`src/rtl/adc_acq_wingen_multi.sv`:
```
// Multi-echo ADC acquisition window generator: on each ACQ_WND rising edge, waits D cycles
// and then emits N gates of S cycles each, separated by G idle cycles, with echo index and status.
module adc_acq_wingen_multi #(
  parameter int SAMPLES_PER_ECHO_WIDTH = 32,
  parameter int ADC_INIT_DELAY_WIDTH   = 32,
  parameter int ECHO_CNT_WIDTH         = 16,
  parameter int ECHO_SPACING_WIDTH     = 32
) (
  input  logic                              CLK,
  input  logic                              RESET,
  input  logic [ADC_INIT_DELAY_WIDTH-1:0]   ADC_INIT_DELAY,
  input  logic [SAMPLES_PER_ECHO_WIDTH-1:0] SAMPLES_PER_ECHO,
  input  logic [ECHO_CNT_WIDTH-1:0]         ECHOES_PER_SCAN,
  input  logic [ECHO_SPACING_WIDTH-1:0]     ECHO_SPACING,
  input  logic                              ACQ_WND,
  output logic                              ACQ_EN,
  output logic                              ECHO_START,
  output logic [ECHO_CNT_WIDTH-1:0]         ECHO_IDX,
  output logic                              BUSY,
  output logic                              DONE,
  output logic                              ABORT
);

  localparam logic [SAMPLES_PER_ECHO_WIDTH-1:0] S_ONE = 1;
  localparam logic [ADC_INIT_DELAY_WIDTH-1:0]   D_ONE = 1;
  localparam logic [ECHO_CNT_WIDTH-1:0]         N_ONE = 1;
  localparam logic [ECHO_SPACING_WIDTH-1:0]     G_ONE = 1;

  typedef enum logic [2:0] {IDLE, DELAY, ACQ, GAP, HOLD} state_t;

  state_t                            state_q, state_d;
  logic                              wnd_q;
  logic                              trig;
  logic [ADC_INIT_DELAY_WIDTH-1:0]   dly_q, dly_d;
  logic [SAMPLES_PER_ECHO_WIDTH-1:0] smp_q, smp_d, s_q, s_d;
  logic [ECHO_CNT_WIDTH-1:0]         n_q, n_d, idx_q, idx_d;
  logic [ECHO_SPACING_WIDTH-1:0]     gap_q, gap_d, g_q, g_d;
  logic                              acq_q, acq_d, start_q, start_d, abort_q, abort_d;

  assign trig = ACQ_WND & ~wnd_q;

  always_comb begin
    state_d = state_q;
    dly_d   = dly_q;
    smp_d   = smp_q;
    gap_d   = gap_q;
    s_d     = s_q;
    n_d     = n_q;
    g_d     = g_q;
    idx_d   = idx_q;
    acq_d   = acq_q;
    start_d = 1'b0;
    abort_d = 1'b0;
    case (state_q)
      IDLE: begin
        acq_d = 1'b0;
        if (trig) begin
          s_d   = SAMPLES_PER_ECHO;
          n_d   = ECHOES_PER_SCAN;
          g_d   = ECHO_SPACING;
          dly_d = ADC_INIT_DELAY;
          idx_d = '0;
          if (SAMPLES_PER_ECHO == '0 || ECHOES_PER_SCAN == '0) state_d = HOLD;
          else state_d = DELAY;
        end
      end
      DELAY: begin
        if (!wnd_q) begin
          state_d = IDLE;
          acq_d   = 1'b0;
          abort_d = 1'b1;
        end else if (dly_q == '0) begin
          state_d = ACQ;
          acq_d   = 1'b1;
          start_d = 1'b1;
          smp_d   = s_q - S_ONE;
        end else begin
          dly_d = dly_q - D_ONE;
        end
      end
      ACQ: begin
        // An abort in the last sample cycle takes priority over completion.
        if (!wnd_q) begin
          state_d = IDLE;
          acq_d   = 1'b0;
          abort_d = 1'b1;
        end else if (smp_q == '0) begin
          if (idx_q == n_q - N_ONE) begin
            state_d = HOLD;
            acq_d   = 1'b0;
          end else begin
            idx_d = idx_q + N_ONE;
            if (g_q == '0) begin
              smp_d   = s_q - S_ONE;
              start_d = 1'b1;
            end else begin
              state_d = GAP;
              acq_d   = 1'b0;
              gap_d   = g_q - G_ONE;
            end
          end
        end else begin
          smp_d = smp_q - S_ONE;
        end
      end
      GAP: begin
        if (!wnd_q) begin
          state_d = IDLE;
          acq_d   = 1'b0;
          abort_d = 1'b1;
        end else if (gap_q == '0) begin
          state_d = ACQ;
          acq_d   = 1'b1;
          start_d = 1'b1;
          smp_d   = s_q - S_ONE;
        end else begin
          gap_d = gap_q - G_ONE;
        end
      end
      HOLD: begin
        acq_d = 1'b0;
        if (!wnd_q) state_d = IDLE;
      end
      default: begin
        state_d = IDLE;
        acq_d   = 1'b0;
      end
    endcase
  end

  // wnd_q resets high so a window already open at reset release is not a trigger.
  always_ff @(posedge CLK) begin
    if (RESET) begin
      state_q <= IDLE;
      wnd_q   <= 1'b1;
      dly_q   <= '0;
      smp_q   <= '0;
      gap_q   <= '0;
      s_q     <= '0;
      n_q     <= '0;
      g_q     <= '0;
      idx_q   <= '0;
      acq_q   <= 1'b0;
      start_q <= 1'b0;
      abort_q <= 1'b0;
    end else begin
      state_q <= state_d;
      wnd_q   <= ACQ_WND;
      dly_q   <= dly_d;
      smp_q   <= smp_d;
      gap_q   <= gap_d;
      s_q     <= s_d;
      n_q     <= n_d;
      g_q     <= g_d;
      idx_q   <= idx_d;
      acq_q   <= acq_d;
      start_q <= start_d;
      abort_q <= abort_d;
    end
  end

  assign ACQ_EN     = acq_q;
  assign ECHO_START = start_q;
  assign ECHO_IDX   = idx_q;
  assign ABORT      = abort_q;
  assign DONE       = (state_q == HOLD);
  assign BUSY       = (state_q == DELAY) || (state_q == ACQ) || (state_q == GAP);

endmodule

```
`config.mk`:
```
export PLATFORM = sky130hd
export DESIGN_NAME = adc_acq_wingen_multi
export DESIGN_NICKNAME = d
export VERILOG_FILES = /design/src/rtl/adc_acq_wingen_multi.sv
export SDC_FILE = /design/constraint.sdc
export NUM_CORES = 1
export LEC_CHECK = 0
export BUFFER_PORTS_ARGS = -buffer_cell sky130_fd_sc_hd__buf_2
export CAP_MARGIN = 10
export CORE_MARGIN = 2
export CORE_UTILIZATION = 50
export DETAILED_ROUTE_END_ITERATION = 7
export PLACE_DENSITY = 0.72
export SYNTH_ARGS = -nofsm -noshare
export SYNTH_HDL_FRONTEND = slang
export SYNTH_SLANG_ARGS = --single-unit
export TNS_END_PERCENT = 10
```
`constraint.sdc`:
```
create_clock -name CLK -period 4.4 [get_ports CLK]
set_input_delay 0 -clock CLK [delete_from_list [all_inputs] [get_ports CLK]]
set_output_delay 0 -clock CLK [all_outputs]
set_load 0.005 [all_outputs]
```
==> run summary, run 1 <==
Post-synth EDFFs -> 0
Setup Buffers After CTS -> 0
die width -> 159 µm
clk slew on worst S/H paths -> 0.08 ns
pin count of the biggest net entering global routing -> 122
Detail Route Antenna Nets -> 0
Rows -> 56
R2R cell count -> 12
layout cells sized above 1 -> 0.126
clock skew -> 0.0195 ns
later-pin clock latency in the skew report -> 0.45 ns
final core occ -> 0.620
DP Cell Count -> 2059
synth warn -> 0
Core ar. -> 23500 µm²
asr flop ratio synth -> 0
Post-Synthesis Cells -> 1685
via density per instance -> 5.95
DRC marker count from the first detailed-route iteration -> 1207
Final min period -> 4.02 ns
total number of vias -> 13100
CP max FO -> 17
Reg power frac -> 0.333
Tcrit/Tclk final -> 0.914
Post-route DRC -> 0
VDD IR-drop max -> 234 µV
final slew viol count -> 0
CTS tree -> built
hold path depth -> 4
Post-CTS Resized -> 0
Initial Util -> 0.511
post-DP HPWL -> 22600 µm
Mapped Area -> 12000 µm²
status -> complete, no violations
critical path required time -> 4.68 ns
IO Pins -> 136
P&R area growth vs syn -> 21.4%
Synth cell types -> 79
vias in the first global route -> 11900
Synthesized Nets -> 1807
initial antenna violation count -> 0
Hold/Removal Path Class -> in -> reg
top_reg_cell synth -> dfxtp_1
worst-margin pin slew -> 1.01 ns
critical path class -> reg -> reg
leakage power of the design -> 5.58 nW
Clk network pwr share -> 0.240
wire per inst -> 16.0 µm
GPL Wtd Cong -> 0.875
P_int -> 3.86 mW
ANT cells -> 0
final std cells w/o fill -> 2202
CTS Root Cell -> clkbuf_16
hold_ws -> 0.0335 ns
TritonCTS Buffers -> 17
max frequency -> 249 MHz
switching pwr -> 2.72 mW
WP data arrival -> 4.30 ns
Sw Share -> 0.413
total congestion overflow -> 0
Yosys top cell by area -> dfxtp_1
Fin. Hold Viols -> 0
htree depth -> 4
combinational share of power -> 0.427
MaxCap Viol Count -> 0
sequential share of the synthesized area -> 0.331
ranking of synthesized cells by area -> dfxtp_1 (33%), nand2_1 (9.1%), a21oi_1 (8.2%), nor2_1 (5.0%), nor3_1 (3.5%)
port buffer count -> 135
final net count -> 1992
die area -> 25300 µm²
Critical Path End Type -> register
flops & latches, synth -> 199
# setup viols final -> 0
gr usage total -> 0.272
DIE HEIGHT -> 159 µm
pwr dens -> 451 nW/µm²
relative slew slack -> 0.329
clock buffer depth -> 2
hold buffer count at CTS -> 111
DRT Pass-1 Iters -> 8
first-pass GRT wire length -> 58500 µm
setup_tns -> 0 ns
RSZ-0062 raised after global routing -> false
Syn Area/Cell -> 7.13 µm²
Worst setup SP type -> register
top cell type's share of synthesized area -> 0.331
WL final -> 35200 µm
CTS Sinks -> 199
-- stage by stage --
| step | area (µm²) | total power [mW] | worst slack (ns) |
|---|---|---|---|
| 5_1_grt | 14600 | 7.01 | 0.00898 |
| 4_1_cts | 14600 | 6.56 | 0.461 |
| 3_5_place_dp | 12900 | 4.89 | 0.536 |
| 6_report | 14600 | 6.58 | 0.379 |
| 3_3_place_gp | 12900 | 4.84 | 0.602 |
| 2_1_floorplan | 12000 | 4.15 | 0.382 |
-- state kept, by name (all words and copies together), names as in the netlist --
signal,cells
dly_q,32
g_q,32
ECHO_IDX,16
ABORT,1
state_q,3
wnd_q,1
gap_q,32
ECHO_START,1
ACQ_EN,1
s_q,32
n_q,16
smp_q,32
-- kinds of logic (layout without fill, tap and decap cells) --
family	Yosys count	in the layout	synth area share
AOI/OAI and AO/OA	470	470	0.242
xor gates and xnor gates	54	54	0.0393
adders and majority gates	7	7	0.00729
buffers and inverters	146	344	0.0497
DFF	199	199	0.331
muxes	17	17	0.0142
and+or+nand+nor	792	792	0.316
-- critical path: stages, from the launching register on --
cell       delay, ns
dfxtp_1         0.40
inv_1           0.09
ha_1            0.34
nor3b_1         0.44
nand3_1         0.22
o311ai_0        0.31
o21ai_0         0.21
o2111ai_1       0.27
o211ai_1        0.19
a21oi_2         0.75
buf_4           0.34
mux2i_1         0.19
o21ai_0         0.09
-- synth_stat cells (all sizes together), types with 4 or more instances --
| master | number |
|---|---|
| nor3b | 5 |
| a31oi | 19 |
| o2111ai | 12 |
| o22ai | 9 |
| inv | 34 |
| or4 | 18 |
| xor2 | 22 |
| buf | 18 |
| o21a | 7 |
| a211oi | 18 |
| dfxtp | 199 |
| or3b | 4 |
| a31o | 5 |
| a211o | 10 |
| or3 | 28 |
| nand3b | 16 |
| or2 | 5 |
| nand4 | 20 |
| o21ai | 93 |
| mux2i | 17 |
| nand3 | 53 |
| and2 | 8 |
| clkbuf | 94 |
| nor2 | 162 |
| a22oi | 13 |
| o31ai | 9 |
| and3 | 17 |
| nor2b | 5 |
| nand2b | 9 |
| nor4 | 57 |
| ha | 7 |
| o32ai | 6 |
| a21oi | 202 |
| nor3 | 83 |
| xnor2 | 32 |
| o211ai | 22 |
| a21o | 7 |
| nand2 | 290 |
-- layout by cell type (no fill, tap or decap), types with 22 or more instances in the layout --
cell and count:
buf_2 134, a21oi_1 197, nand3_1 52, or3_1 27, buf_4 32, o21ai_0 82
nor2_1 160, nand2_1 290, xnor2_1 32, xor2_1 22, nor3_1 82, dfxtp_1 199
dlygate4sd3_1 111, nor4_1 54, inv_1 34
-- layout make-up --
type	instances	area, µm²
fillers	2177	8950
multi-input cells	1340	7470
flip-flops and latches	199	3980
repair buffers	278	2030
clock buffers	18	439
well taps	319	399
clock inverters	14	138
inverters	34	128
-- layer usage --
metal,track usage,up-vias,wire [µm]
met5,0,-,0
met4,0.0649,0,554
met3,0.0346,43,2030
met2,0.459,449,16400
met1,0.370,6129,16200
li1,-,6476,-
-- final timing paths --
kind,start,endpoint,slack (ns)
worst min register to register,n_q[15],n_q[15],0.47
worst max register to register,n_q[0],gap_q[2],0.38
worst min-delay path,ADC_INIT_DELAY[27],dly_q[27],0.03
worst max-delay path,n_q[0],gap_q[2],0.38
-- power by group through the flow --
stage / combinational, mW / clock [mW] / sequential (mW)
3_5_place_dp: 2.66 / 0 / 2.22
5_1_grt: 3.11 / 1.68 / 2.22
4_1_cts: 2.77 / 1.61 / 2.18
6_report: 2.81 / 1.58 / 2.19
3_3_place_gp: 2.62 / 0 / 2.22
2_1_floorplan: 1.99 / 0 / 2.16
(Power assumes the default switching activity.)
==> run 2, diff against run 1 <==
Settings changed: PLACE_DENSITY 0.72 to 0.79.
==> run 2 against run 1 <==
Effect of this change:
- routed wire length grew 3.5%
- clock skew shrank 0.0078 ns
- critical path depth is the same
- sequential share of layout area shrank 0.65 points
- sequential power is essentially flat
- fmax grew 2.2%
- total power grew 0.77%
- core utilization grew 1.5 points
- non-clock buffer count grew 31
- critical path type unchanged
- final cell count grew 1.4%
- setup slack gained 0.088 ns
==> run summary, run 2 (synthesis results as in run 1) <==
status -> complete, no violations
later-pin clock latency in the skew report -> 0.45 ns
vias in the first global route -> 12700
ANT cells -> 0
gr usage total -> 0.282
total number of vias -> 13500
critical path class -> reg -> reg
Final min period -> 3.93 ns
P_int -> 3.90 mW
reg2reg end -> smp_q[4]
number of buffers and inverters on the critical path -> 2
setup_tns -> 0 ns
max frequency -> 254 MHz
DRT Pass-1 Iters -> 6
DRC marker count from the first detailed-route iteration -> 1273
via density per instance -> 6.03
port buffer count -> 135
R2R cell count -> 12
pin count of the biggest net entering global routing -> 64
CP Depth -> 12
Core ar. -> 23500 µm²
pre-CTS WS -> 0.552 ns
final std cells w/o fill -> 2233
CP max FO -> 38
final core occ -> 0.635
R2R setup slack -> 0.47 ns
Initial Util -> 0.511
worst stage delay on the critical path -> 0.51 ns
combinational share of power -> 0.420
Worst setup SP type -> register
IO Pins -> 136
critical path required time -> 4.74 ns
wire per inst -> 16.3 µm
Worst path slowest cell -> or4_1
final net count -> 2023
critical-path cell list -> inv_1 -> ha_1 -> nor3b_1 -> nand3_1 -> or4_1 -> o21ai_0 -> o2111ai_1 -> o21ai_2 -> a21o_1 -> buf_4 -> a21oi_1 -> o221a_2
TritonCTS Buffers -> 17
Tcrit/Tclk final -> 0.894
Fin. Hold Viols -> 0
initial antenna violation count -> 0
Setup Buffers After CTS -> 0
post-DP HPWL -> 23500 µm
Worst Slack Setup Final -> 0.467 ns
die width -> 159 µm
die area -> 25300 µm²
RR Startpoint -> n_q[0]
worst-margin pin slew -> 0.946 ns
P&R area growth vs syn -> 24.3%
Hold/Removal Path Class -> in -> reg
Sw Share -> 0.412
total congestion overflow -> 0
Critical Path End Type -> register
final slew viol count -> 0
Clk network pwr share -> 0.248
leakage power of the design -> 5.80 nW
CTS tree -> built
clock buffer depth -> 2
VDD IR-drop max -> 292 µV
WL final -> 36400 µm
WP data arrival -> 4.27 ns
DP Cell Count -> 2056
Final Power -> 6.63 mW
Rows -> 56
CTS Root Cell -> clkbuf_16
Post-route DRC -> 0
clock skew -> 0.0117 ns
delay-heaviest family, CP -> compound AO/OA/AOI/OAI gates
commonest cells after routing, fill and taps aside -> nand2_1 (290), dfxtp_1 (199), a21oi_1 (197), nor2_1 (160), dlygate4sd3_1 (145)
pwr dens -> 444 nW/µm²
layout cells sized above 1 -> 0.122
htree depth -> 4
commonest non-fill, non-tap cell in the layout -> nand2_1
# setup viols final -> 0
DIE HEIGHT -> 159 µm
GPL Wtd Cong -> 0.905
Crit. Startpoint -> n_q[0]
CTS Sinks -> 199
Reg power frac -> 0.333
RSZ-0062 raised after global routing -> false
first-pass GRT wire length -> 61000 µm
Detail Route Antenna Nets -> 0
clk slew on worst S/H paths -> 0.08 ns
relative slew slack -> 0.370
MaxCap Viol Count -> 0
switching pwr -> 2.73 mW
critical path endpoint -> smp_q[4]
-- run 2: cell types whose count changed in the layout (fill, tap and decap cells not counted), moves of 2 or more --
cell           before  now
buf_4              32   28
dlygate4sd3_1     111  145
inv_8               2    0
clkinvlp_4          0    2
clkinv_2            3    1
-- run 2: layout make-up --
cell class                      count  area, µm²
Multi-Input combinational cell   1340       7460
Clock buffer                       18        439
Timing Repair Buffer              309       2360
Sequential cell                   199       3980
Fill cell                        2103       8600
Clock inverter                     14        166
Tap cell                          319        399
Inverter                           34        128
-- run 2: how the worst min path moves through the flow --
stage                            start        end  slack (ns)  cells after the start
finish              ADC_INIT_DELAY[27]  dly_q[27]        0.02                      4
CTS                 ADC_INIT_DELAY[27]  dly_q[27]        0.01                      4
floorplan                      ACQ_WND      wnd_q        0.11                      1
detailed placement    ECHO_SPACING[15]    g_q[15]        0.25                      3
global route        ADC_INIT_DELAY[27]  dly_q[27]        0.07                      4
global placement               ACQ_WND      wnd_q        0.23                      2
-- run 2: worst reg2reg max path, cell delays in order, from the launching register on --
cell and delay, ns:
dfxtp_1 0.40, inv_1 0.09, ha_1 0.32, nor3b_1 0.47, nand3_1 0.24, or4_1 0.51
o21ai_0 0.30, o2111ai_1 0.31, o21ai_2 0.32, a21o_1 0.16, buf_4 0.37, a21oi_1 0.08
o221a_2 0.27
-- run 2: power groups by stage --
| stage | combinational, mW | clock, mW | sequential [mW] |
|---|---|---|---|
| floorplan | 1.99 | 0 | 2.16 |
| global placement | 2.55 | 0 | 2.23 |
| detailed placement | 2.60 | 0 | 2.24 |
| CTS | 2.73 | 1.65 | 2.20 |
| global route | 3.10 | 1.71 | 2.23 |
| finish | 2.78 | 1.64 | 2.21 |
-- run 2: per-layer routing --
metal  vias to the layer above  part of all wire  global-route usage
met2                       566              0.46               0.465
met3                        79             0.071              0.0508
li1                       6534                 -                   -
met5                         -                 0                   0
met1                      6291              0.45               0.375
met4                         0             0.022              0.0917
-- run 2: what timing repair did --
| action | 4_1_cts | 5_1_grt |
|---|---|---|
| gates resized for setup | 0 | 0 |
| hold buffers | 145 | 0 |
| hold endpoints to repair | 112 | 0 |
-- run 2: stage by stage --
step                      cell area, µm²  hold slack [ns]
after floorplan                    12000            0.107
after global placement             12900            0.233
after detailed placement           12900            0.247
after CTS                          14900           0.0110
after global routing               14900           0.0738
final                              14900           0.0218
==> run 3, diff against run 2 <==
Settings changed: CELL_PAD_IN_SITES_DETAIL_PLACEMENT set to 0, CELL_PAD_IN_SITES_GLOBAL_PLACEMENT set to 1, CORE_UTILIZATION 50 to 43, PLACE_DENSITY 0.79 to 0.9.
==> run 3 against run 2 <==
Effect of this change:
- core utilization fell by 10 points
- final cell count rose by 1.2%
- fmax rose by 0.49%
- largest cell class unchanged
- largest power group unchanged
==> run summary, run 3 (synthesis results as in run 1) <==
gr usage total -> 0.244
# setup viols final -> 0
htree depth -> 4
Worst Slack Setup Final -> 0.486 ns
CTS tree -> built
Setup Buffers After CTS -> 0
RSZ-0062 raised after global routing -> false
DRC marker count from the first detailed-route iteration -> 1305
pwr dens -> 449 nW/µm²
clock buffer depth -> 2
status -> complete, no violations
die area -> 29300 µm²
initial antenna violation count -> 0
FILL cells -> 2719
commonest non-fill, non-tap cell in the layout -> nand2_1
DIE HEIGHT -> 171 µm
via density per instance -> 5.78
worst-margin pin slew -> 0.916 ns
critical path class -> reg -> reg
Critical Path End Type -> register
Post-route DRC -> 0
port buffer count -> 135
pre-CTS WS -> 0.540 ns
post-DP HPWL -> 23600 µm
setup_tns -> 0 ns
total congestion overflow -> 0
ANT cells -> 0
VDD IR-drop max -> 353 µV
Hold/Removal Path Class -> in -> reg
IO Pins -> 136
WL final -> 36100 µm
final core occ -> 0.532
wire per inst -> 16.0 µm
Core ar. -> 27600 µm²
clock skew -> 0.0180 ns
Tcrit/Tclk final -> 0.890
die width -> 171 µm
hold_ws -> 0.0380 ns
CTS Sinks -> 199
Detail Route Antenna Nets -> 0
clk slew on worst S/H paths -> 0.08 ns
leakage power of the design -> 5.58 nW
Initial Util -> 0.435
first-pass GRT wire length -> 59200 µm
total number of vias -> 13100
TritonCTS Buffers -> 17
relative slew slack -> 0.389
later-pin clock latency in the skew report -> 0.45 ns
max frequency -> 256 MHz
GPL Wtd Cong -> 0.873
vias in the first global route -> 12100
Worst setup SP type -> register
layout cells sized above 1 -> 0.126
pin count of the biggest net entering global routing -> 103
DRT Pass-1 Iters -> 7
final instance area -> 14700 µm²
commonest cells after routing, fill and taps aside -> nand2_1 (290), dfxtp_1 (199), a21oi_1 (197), nor2_1 (160), buf_2 (134)
placed cell areas -> 13000 µm²
final net count -> 1991
final slew viol count -> 0
Rows -> 61
WP data arrival -> 4.25 ns
P&R area growth vs syn -> 22.2%
critical path required time -> 4.73 ns
Fin. Hold Viols -> 0
Final min period -> 3.91 ns
CTS Root Cell -> clkbuf_16
CP max FO -> 38
MaxCap Viol Count -> 0
-- run 3: worst paths after layout --
path	from	endpoint	slack [ns]	cells past startpoint
min	ADC_INIT_DELAY[26]	dly_q[26]	0.04	5
min reg2reg	s_q[19]	s_q[19]	0.48	2
max reg2reg	n_q[0]	smp_q[4]	0.49	12
max	n_q[0]	smp_q[4]	0.49	12
-- run 3: report_power, final --
group	switching (mW)	leakage (nW)	total, mW	internal [mW]
combinational	1.74	3.68	2.78	1.05
clock	0.786	0.292	1.62	0.833
sequential	0.213	1.61	2.19	1.98
-- run 3: worst max-delay path: stages (launching register included) --
cell and delay [ns]:
dfxtp_1 0.41, inv_1 0.09, ha_1 0.35, nor3b_1 0.46, nand3_1 0.22, or4_1 0.49, o21ai_0 0.28, o2111ai_1 0.30
o21ai_2 0.33, a21o_1 0.16, buf_4 0.36, a21oi_1 0.08, o221a_2 0.28
-- run 3: per-layer routing --
| metal | track usage | part of all wire |
|---|---|---|
| met1 | 0.337 | 0.49 |
| met2 | 0.393 | 0.45 |
| met3 | 0.0403 | 0.049 |
| met4 | 0.0700 | 0.013 |
| met5 | 0 | 0 |
-- run 3: per-stage QoR --
step / power, mW / cells
after floorplan: 4.15 / 1685
after global placement: 4.85 / 2117
after detailed placement: 4.88 / 2117
after CTS: 6.58 / 2260
after global routing: 7.05 / 2260
final: 6.59 / 2260
-- run 3: cell type report --
type	count	area, µm²	area share
tap	378	473	0.0322
multi-input combinational	1340	7480	0.509
clock buffer	19	453	0.0308
timing repair buffer	277	2040	0.139
inverter	34	128	0.00869
clock inverter	13	136	0.00929
sequential	199	3980	0.271
-- run 3: repair_timing --
action | in CTS | in global routing
gates resized for setup | 0 | 1
endpoints found under the setup margin | 0 | 7
endpoints found under the hold margin | 111 | 0
hold buffers | 111 | 0
